`config.mk`:
```
export PLATFORM = sky130hd
export DESIGN_NAME = txd_stream_sched_flat
export DESIGN_NICKNAME = d
export VERILOG_FILES = /design/src/rtl/uart_stream_pkg.sv /design/src/rtl/txd_stream_sched_if.sv /design/src/rtl/bps_gap_counter.sv /design/src/rtl/txd_stream_sched.sv /design/src/flat_wrapper.sv
export SDC_FILE = /design/constraint.sdc
export NUM_CORES = 1
export LEC_CHECK = 0
export CAP_MARGIN = 20
export CORE_ASPECT_RATIO = 1.1
export CORE_MARGIN = 5
export CORE_UTILIZATION = 45
export CTS_CLUSTER_SIZE = 28
export DETAILED_ROUTE_END_ITERATION = 8
export PLACE_DENSITY = 0.8
export REMOVE_ABC_BUFFERS = 1
export SLEW_MARGIN = 15
export SYNTH_ARGS = -nofsm -noshare
export SYNTH_HDL_FRONTEND = slang
export SYNTH_SLANG_ARGS = --single-unit
```
`constraint.sdc`:
```
create_clock -name clk -period 3.45 [get_ports clk]
set_input_delay 0.69 -clock clk [delete_from_list [all_inputs] [get_ports clk]]
set_output_delay 0.69 -clock clk [all_outputs]
set_load 0.01 [all_outputs]
```
`src/rtl/uart_stream_pkg.sv`:
```
// Shared definitions for the UART burst scheduler: FSM encoding, counter widths
// and the default burst/gap shape.
package uart_stream_pkg;

  localparam int unsigned DEF_BURST_LEN = 1024;
  localparam int unsigned DEF_GAP_TICKS = 16;

  // Sized so BURST_LEN up to 2047 and GAP_TICKS up to 31 never wrap.
  localparam int unsigned CNT_W = 11;
  localparam int unsigned GAP_W = 5;

  typedef enum logic [2:0] {
    S_IDLE  = 3'd0,
    S_CHECK = 3'd1,
    S_RD    = 3'd2,
    S_LATCH = 3'd3,
    S_SEND  = 3'd4,
    S_GAP   = 3'd5,
    S_DONE  = 3'd6
  } state_t;

endpackage

```
`src/rtl/txd_stream_sched_if.sv`:
```
// FIFO-read and UART-load signals between the burst scheduler (master) and its
// surroundings (slave).
interface txd_stream_sched_if;
  // sys_rd is a one-cycle read strobe, issued only while fifo_empty is low; sys_data
  // is valid the cycle after the read is taken. txd_en is a one-cycle load strobe,
  // issued only while txd_busy is low, and txd_data is stable while it is high.
  logic       fifo_empty;
  logic [7:0] sys_data;
  logic       sys_rd;
  logic       txd_busy;
  logic       txd_en;
  logic [7:0] txd_data;

  modport master (
    input  fifo_empty,
    input  sys_data,
    input  txd_busy,
    output sys_rd,
    output txd_en,
    output txd_data
  );

  modport slave (
    output fifo_empty,
    output sys_data,
    output txd_busy,
    input  sys_rd,
    input  txd_en,
    input  txd_data
  );
endinterface

```
`src/rtl/bps_gap_counter.sv`:
```
// Counts baud ticks between two UART loads; saturates at GAP_TICKS so it can
// never wrap while the scheduler waits in GAP.
module bps_gap_counter
  import uart_stream_pkg::*;
#(
  parameter int unsigned GAP_TICKS = DEF_GAP_TICKS
) (
  input  logic clk,
  input  logic rst_n,
  input  logic clear_i,
  input  logic tick_i,
  output logic reached_o
);
  localparam logic [GAP_W-1:0] LIMIT = GAP_W'(GAP_TICKS);

  logic [GAP_W-1:0] cnt_q, cnt_d;

  always_comb begin
    cnt_d = cnt_q;
    if (clear_i) begin
      cnt_d = '0;
    end else if (tick_i && (cnt_q != LIMIT)) begin
      cnt_d = cnt_q + GAP_W'(1);
    end
  end

  always_ff @(posedge clk or negedge rst_n) begin
    if (!rst_n) begin
      cnt_q <= '0;
    end else begin
      cnt_q <= cnt_d;
    end
  end

  assign reached_o = (cnt_q == LIMIT);

endmodule

```
`src/rtl/txd_stream_sched.sv`:
```
// Burst scheduler: reads BURST_LEN bytes from a FIFO one at a time and loads each
// into a UART, leaving GAP_TICKS baud ticks between consecutive loads.
module txd_stream_sched
  import uart_stream_pkg::*;
#(
  parameter int unsigned BURST_LEN = DEF_BURST_LEN,
  parameter int unsigned GAP_TICKS = DEF_GAP_TICKS
) (
  input  logic               clk,
  input  logic               rst_n,
  input  logic               start,
  input  logic               abort,
  input  logic               clk_bps,
  output logic               busy,
  output logic               done,
  txd_stream_sched_if.master bus,
  output state_t             state_o
);
  localparam logic [CNT_W-1:0] BURST_LAST = CNT_W'(BURST_LEN);

  state_t           state_q, state_d;
  logic             sys_rd_q, sys_rd_d;
  logic             txd_en_q, txd_en_d;
  logic             done_q, done_d;
  logic [7:0]       txd_data_q, txd_data_d;
  logic [CNT_W-1:0] byte_cnt_q, byte_cnt_d;
  logic             gap_clr;
  logic             gap_tick;
  logic             gap_reached;

  // Ticks outside GAP must not advance the spacing count.
  assign gap_tick = clk_bps && (state_q == S_GAP);

  bps_gap_counter #(
    .GAP_TICKS(GAP_TICKS)
  ) u_gap (
    .clk      (clk),
    .rst_n    (rst_n),
    .clear_i  (gap_clr),
    .tick_i   (gap_tick),
    .reached_o(gap_reached)
  );

  always_ff @(posedge clk or negedge rst_n) begin
    if (!rst_n) begin
      state_q    <= S_IDLE;
      sys_rd_q   <= 1'b0;
      txd_en_q   <= 1'b0;
      done_q     <= 1'b0;
      txd_data_q <= 8'h00;
      byte_cnt_q <= '0;
    end else begin
      state_q    <= state_d;
      sys_rd_q   <= sys_rd_d;
      txd_en_q   <= txd_en_d;
      done_q     <= done_d;
      txd_data_q <= txd_data_d;
      byte_cnt_q <= byte_cnt_d;
    end
  end

  always_comb begin
    state_d    = state_q;
    sys_rd_d   = 1'b0;
    txd_en_d   = 1'b0;
    done_d     = 1'b0;
    txd_data_d = txd_data_q;
    byte_cnt_d = byte_cnt_q;
    gap_clr    = 1'b0;

    case (state_q)
      S_IDLE: begin
        if (start) begin
          state_d = S_CHECK;
        end
      end
      S_CHECK: begin
        if (!bus.fifo_empty) begin
          sys_rd_d = 1'b1;
          state_d  = S_RD;
        end
      end
      S_RD: begin
        state_d = S_LATCH;
      end
      S_LATCH: begin
        txd_data_d = bus.sys_data;
        state_d    = S_SEND;
      end
      S_SEND: begin
        if (!bus.txd_busy) begin
          txd_en_d   = 1'b1;
          byte_cnt_d = byte_cnt_q + CNT_W'(1);
          gap_clr    = 1'b1;
          state_d    = S_GAP;
        end
      end
      S_GAP: begin
        // CHECK is only re-entered with bytes still owed, so reads never exceed BURST_LEN.
        if (gap_reached) begin
          if (byte_cnt_q == BURST_LAST) begin
            done_d  = 1'b1;
            state_d = S_DONE;
          end else begin
            state_d = S_CHECK;
          end
        end
      end
      S_DONE: begin
        byte_cnt_d = '0;
        state_d    = S_IDLE;
      end
      default: begin
        state_d = S_IDLE;
      end
    endcase

    // Abort overrides everything; a byte read in RD/LATCH is dropped unlatched.
    if (abort) begin
      state_d    = S_IDLE;
      sys_rd_d   = 1'b0;
      txd_en_d   = 1'b0;
      done_d     = 1'b0;
      txd_data_d = txd_data_q;
      byte_cnt_d = '0;
      gap_clr    = 1'b1;
    end
  end

  assign bus.sys_rd   = sys_rd_q;
  assign bus.txd_en   = txd_en_q;
  assign bus.txd_data = txd_data_q;
  assign done         = done_q;
  assign busy         = (state_q != S_IDLE);
  assign state_o      = state_q;

endmodule

```
`src/flat_wrapper.sv`:
```
// flat-port wrapper written by rule: the top's interface ports become plain ports
module txd_stream_sched_flat import uart_stream_pkg::*;
#(
  parameter int unsigned BURST_LEN = DEF_BURST_LEN,
  parameter int unsigned GAP_TICKS = DEF_GAP_TICKS
)
  (clk, rst_n, start, abort, clk_bps, busy, done, state_o, bus_fifo_empty, bus_sys_data, bus_txd_busy, bus_sys_rd, bus_txd_en, bus_txd_data);
  txd_stream_sched_if bus_i ();
  input  logic clk;
  input  logic rst_n;
  input  logic start;
  input  logic abort;
  input  logic clk_bps;
  output logic busy;
  output logic done;
  output state_t state_o;
  input wire logic [$bits(bus_i.fifo_empty)-1:0] bus_fifo_empty;
  input wire logic [$bits(bus_i.sys_data)-1:0] bus_sys_data;
  input wire logic [$bits(bus_i.txd_busy)-1:0] bus_txd_busy;
  output wire logic [$bits(bus_i.sys_rd)-1:0] bus_sys_rd;
  output wire logic [$bits(bus_i.txd_en)-1:0] bus_txd_en;
  output wire logic [$bits(bus_i.txd_data)-1:0] bus_txd_data;
  assign bus_i.fifo_empty = bus_fifo_empty;
  assign bus_i.sys_data = bus_sys_data;
  assign bus_i.txd_busy = bus_txd_busy;
  assign bus_sys_rd = bus_i.sys_rd;
  assign bus_txd_en = bus_i.txd_en;
  assign bus_txd_data = bus_i.txd_data;
  txd_stream_sched #(.BURST_LEN(BURST_LEN), .GAP_TICKS(GAP_TICKS)) u_core (.clk(clk), .rst_n(rst_n), .start(start), .abort(abort), .clk_bps(clk_bps), .busy(busy), .done(done), .bus(bus_i), .state_o(state_o));
endmodule
```
After elaboration in Yosys (flattened, before gate mapping)
Cells that the tools add are included.
{ "totals": {"ff_bits": 30, "input_bits": 15, "out_inout_bits": 15} }
{ "classes": {"addsub": 2, "eq_ne": 13, "n_mux": 23, "bitwise_logic": 1, "n_reduce_logical": 9} }
{ "op_table": {"columns": ["cell", "n"], "rows": [
  ["11-bit 2-to-1 mux", 2],
  ["11-bit case mux with 2 select lines", 1],
  ["3-bit 2-to-1 mux", 6],
  ["3-bit case mux with 6 select lines", 1],
  ["11-bit by 1-bit adder with 11-bit output (second input constant)", 1],
  ["11-bit equality test (second input constant)", 1],
  ["1-bit 2-to-1 mux", 11],
  ["5-bit 2-to-1 mux", 2],
  ["3-bit equality test (second input constant)", 3],
  ["3-bit inequality test (second input constant)", 3],
  ["3-bit by 2-bit equality test with 1-bit output (second input constant)", 2],
  ["3-bit nonzero test", 2],
  ["5-bit by 1-bit adder with 5-bit output (second input constant)", 1],
  ["5-bit equality test (second input constant)", 1],
  ["5-bit inequality test (second input constant)", 1],
  ["2-bit AND reduction", 2],
  ["4-bit AND reduction", 1],
  ["3-bit by 1-bit equality test with 1-bit output (second input constant)", 1],
  ["3-bit zero test", 1],
  ["3-bit by 2-bit inequality test with 1-bit output (second input constant)", 1],
  ["1-bit logical AND", 2],
  ["2-bit nonzero test", 1],
  ["1-bit inverter", 1]
]} }

Logic depth before layout (Yosys ltp)
{ "logic_depth": {"ltp_word": 5, "ltp_mapped": 6, "depth_no_buf": 6} }

Modules after synthesis
From an unflattened synthesis, not the netlist that was laid out.
{ "hier_totals": {"cells_unflattened": 141, "area_unflattened_um2": 1512.7} }
{ "by_module_without_submodules": {"columns": ["module", "n_inst", "cells_each", "area_each_um2"], "rows": [
  ["txd_stream_sched", 1, 114, 1232.4],
  ["bps_gap_counter", 1, 27, 280.3]
]} }

Least setup slack after synthesis
Ideal clock, no wire load.
{ "synth_path": {"path_type": "input-to-reg", "start": "input port bus_txd_busy", "end": "register u_core.byte_cnt_q[7]", "setup_ns": 0.130, "arrival_time_ns": 1.760, "slack_ns": 1.560, "path_stages": 5, "path_buffers": 1, "path_cell_list": "or4b_1 > buf_6 > nor4_4 > xnor2_1 > nor2_1"} }
{ "synth_between": {"elab_chain_cells": 2} }
{ "synth_lines": {"columns": ["item", "line", "source"], "rows": [
  ["start, declared", "flat_wrapper.sv:19", "input wire logic [$bits(bus_i.txd_busy)-1:0] bus_txd_busy;"],
  ["3-bit inequality test (no line)", null, null],
  ["2-bit AND reduction (no line)", null, null],
  ["end signal, assigned", "txd_stream_sched.sv:58", "byte_cnt_q <= byte_cnt_d;"],
  ["end, declared", "txd_stream_sched.sv:26", "logic [CNT_W-1:0] byte_cnt_q, byte_cnt_d;"]
]} }
Every way passes these cells.
A chain may end at the register's enable or synchronous reset.

Final worst setup path
{ "layout_path": {"start": "register u_core.state_q[1] (netlist: u_core.state_o[1])", "end": "output port busy"} }
{ "layout_between": {"elab_chain_cells": 1} }
{ "layout_lines": {"columns": ["item", "line", "source"], "rows": [
  ["start, declared", "txd_stream_sched.sv:21", "state_t state_q, state_d;"],
  ["start signal, assigned", "txd_stream_sched.sv:53", "state_q <= state_d;"],
  ["3-bit nonzero test", "txd_stream_sched.sv:134", "assign busy = (state_q != S_IDLE);"],
  ["end, declared", "flat_wrapper.sv:14", "output logic busy;"]
]} }
Every way passes these cells.

==> results.yml <==
min_path:
  min-delay-start: "u_core.bus.txd_data[2]$_DFFE_PN0P_"
  hold_class: "register to register"
  min_to: "u_core.bus.txd_data[2]$_DFFE_PN0P_"
  whs_path_depth: 1
setup_path:
  slowest_delay_ps: 580
  r2r_end: "u_core.byte_cnt_q[7]$_DFFE_PN0P_"
  start_kind: "register"
  r2r_start: "u_core.state_o[2]$_DFFE_PN0P_"
  crit_required_ps: 2760
  crit_path_top_delay_cell: "dfrtp_1"
  end_kind: "primary output"
  crit_chain: "or3_1 > clkdlybuf4s50_1"
  r2r_slack_ps: 1420
  critPathKind: "register to primary output"
  arrival_ps: 1820
  ff2ff_path_depth: 4
  path_max_fanout: 17
  path_buf_inv: 1
  crit_family: "flip-flops"
global_route:
  grt_use_total_pct: 16.5
  grt_max_degree: 31
  grt_pass1_wl_um: 6130
  grt_pass1_vias: 1293
  overflow: 0
  antenna_found_initial: 0
synthesis:
  ys_warn_count: 0
  synthCells: 147
  synth.avg_cell_area_um2: 10.8
  synth.ff_latch_count: 30
  yosysSeqAreaShare_pct: 47.3
  syn_area_um2: 1590
  synthFlopType: "dfrtp_1"
  synth_cell_types: 45
  async_flop_share_pct: 100
  synth-edff-count: 0
floorplanning:
  core_area_um2: 3360
  dieArea_um2: 4810
  die_x_um: 66.6
  die_height_um: 72.3
  rows: 22
  io-pin-count: 30
  start_util_pct: 47.2
cells_and_area:
  area_growth_pct: 26.9
  mostFrequentLayoutCell: "dfrtp_1"
  design_area_um2: 2010
  final_cell_mix: "30 x dfrtp_1, 29 x clkdlybuf4s50_1, 17 x nor2_1"
  diodes: 0
  fillCellCount: 294
  nNetsFinal: 196
  drive_gt1_share_pct: 12.9
place:
  place_congestion: 0.895
  dpl.hpwl_um: 2500
  pre_cts_ws_ps: 944
  dpl_cell_area_um2: 1900
  port-buffer-count: 29
routing:
  vias: 1229
  drt-wirelength-per-cell_um: 15.3
  drc: 0
  detail_route.vias_per_cell: 5.44
  dr.pass1.iters: 4
  drt_iter0_drc: 130
  ant_nets: 0
  wl_um: 3470
timing:
  final.min_clock_period_ps: 2510
  slew_violations: 0
  skew_ps: 4.37
  period_share_pct: 72.7
  slew_headroom_pct: 62.0
  setup-tns-final_ps: 0
  worstMarginPinSlew_ps: 570
  grt_setup_unrepaired: "no"
  fmax_mhz: 399
  finalHoldViolCount: 0
  setup_ws_ps: 943
  setup_viol: 0
run:
  cap_violations: 0
clock_network:
  clk_pin_slew_ps: 100
  clkLatencyLatePin_ps: 330
  cts.sinks: 30
  holdBufCountCts: 0
  clk_path_buf_depth: 2
  cts_tree: "yes"
  cts_made_buffers: 5
  htreeDepth: 2
  cts-root-buf: "clkbuf_4"
  post_cts_resize_count: 0
  post_cts_buffers: 0
pwr:
  ir_drop_mv: 0.268
  power_leakage_uw: 0.000859
  powerDensity_nw_per_um2: 543
status:
  outcome: "complete, no violations"
## cell usage after synthesis, drive strengths merged (3+ instances only)
cell type / count / area share [%]
dfrtp: 30 / 47
nor2: 17 / 4.0
mux2: 8 / 5.7
inv: 7 / 1.7
nand2: 7 / 1.7
nand4: 7 / 2.8
xor2: 6 / 3.3
nor3: 5 / 1.6
a21oi: 4 / 1.3
buf: 4 / 2.0
ha: 4 / 3.2
clkbuf: 3 / 0.71
mux2i: 3 / 1.9
nand3: 3 / 0.95
nor4b: 3 / 3.5
or3: 3 / 1.2
xnor2: 3 / 1.7
## worst register-to-register path: stages, from the launching register on
cell and delay, ps:
dfrtp_1 720, or4b_1 670, nor4_4 340, xnor2_1 140, nor2_1 50
## kinds of logic (layout without fill, tap and decap cells)
group / Yosys count / after routing / share of synthesized area (%)
AOI/OAI and AO/OA: 20 / 20 / 9.07
DFF: 30 / 30 / 47.3
adders and majority gates: 4 / 4 / 3.15
muxes: 11 / 11 / 7.57
xor gates and xnor gates: 9 / 9 / 4.97
buffers and inverters: 14 / 45 / 4.34
and+or+nand+nor: 59 / 59 / 23.6
## power by group
part	internal, uW	leakage [uW]	switching (uW)
Clock	245	0.0000585	124
Combinational	166	0.000390	107
Sequential	403	0.000411	48.2
Total	814	0.000859	278
## routing by layer
layer | vias to the layer above | routed length [um] | track usage [%]
li1 | 589 | - | -
met1 | 602 | 1450 | 19.4
met2 | 31 | 1800 | 28.5
met3 | 7 | 164 | 4.64
met4 | 0 | 59 | 6.09
met5 | - | 0 | 0
## worst max path at each step
stage	from	end	slack (ps)	depth (start not counted)
floorplan	bus_txd_busy	u_core.byte_cnt_q[7]$_DFFE_PN0P_	1530	4
CTS	u_core.state_o[1]$_DFFE_PN0P_	busy	930	2
global placement	bus_txd_busy	u_core.byte_cnt_q[5]$_DFFE_PN0P_	1000	5
detailed placement	bus_txd_busy	u_core.byte_cnt_q[7]$_DFFE_PN0P_	940	5
global route	u_core.state_o[1]$_DFFE_PN0P_	busy	860	2
finish	u_core.state_o[1]$_DFFE_PN0P_	busy	940	2
## flip-flops by register name, indices dropped and copies added, names as in the netlist
| register | cells |
|---|---|
| u_core.done | 1 |
| u_core.byte_cnt_q | 11 |
| u_core.bus.txd_data | 8 |
| u_core.bus.txd_en | 1 |
| u_core.bus.sys_rd | 1 |
| u_core.u_gap.cnt_q | 5 |
| u_core.state_o | 3 |
## metrics by stage
stage	hold slack (ps)	cells	util [%]	power (uW)
6_report	517	226	59.9	1090
5_1_grt	536	226	59.9	1150
4_1_cts	520	226	59.9	1110
3_5_place_dp	497	218	56.6	736
3_3_place_gp	490	218	56.6	719
2_1_floorplan	394	140	-	566
## area by class of cell
type	instances	area, um2	share of cell area [%]
sequential	30	751	37.3
clock inverter	2	60.1	2.98
clock buffer	6	51.3	2.55
multi-input combinational	103	767	38.1
tap	48	60.1	2.98
timing repair buffer	30	298	14.8
inverter	7	26.3	1.31
No activity file was read; power rests on OpenSTA's default activity.
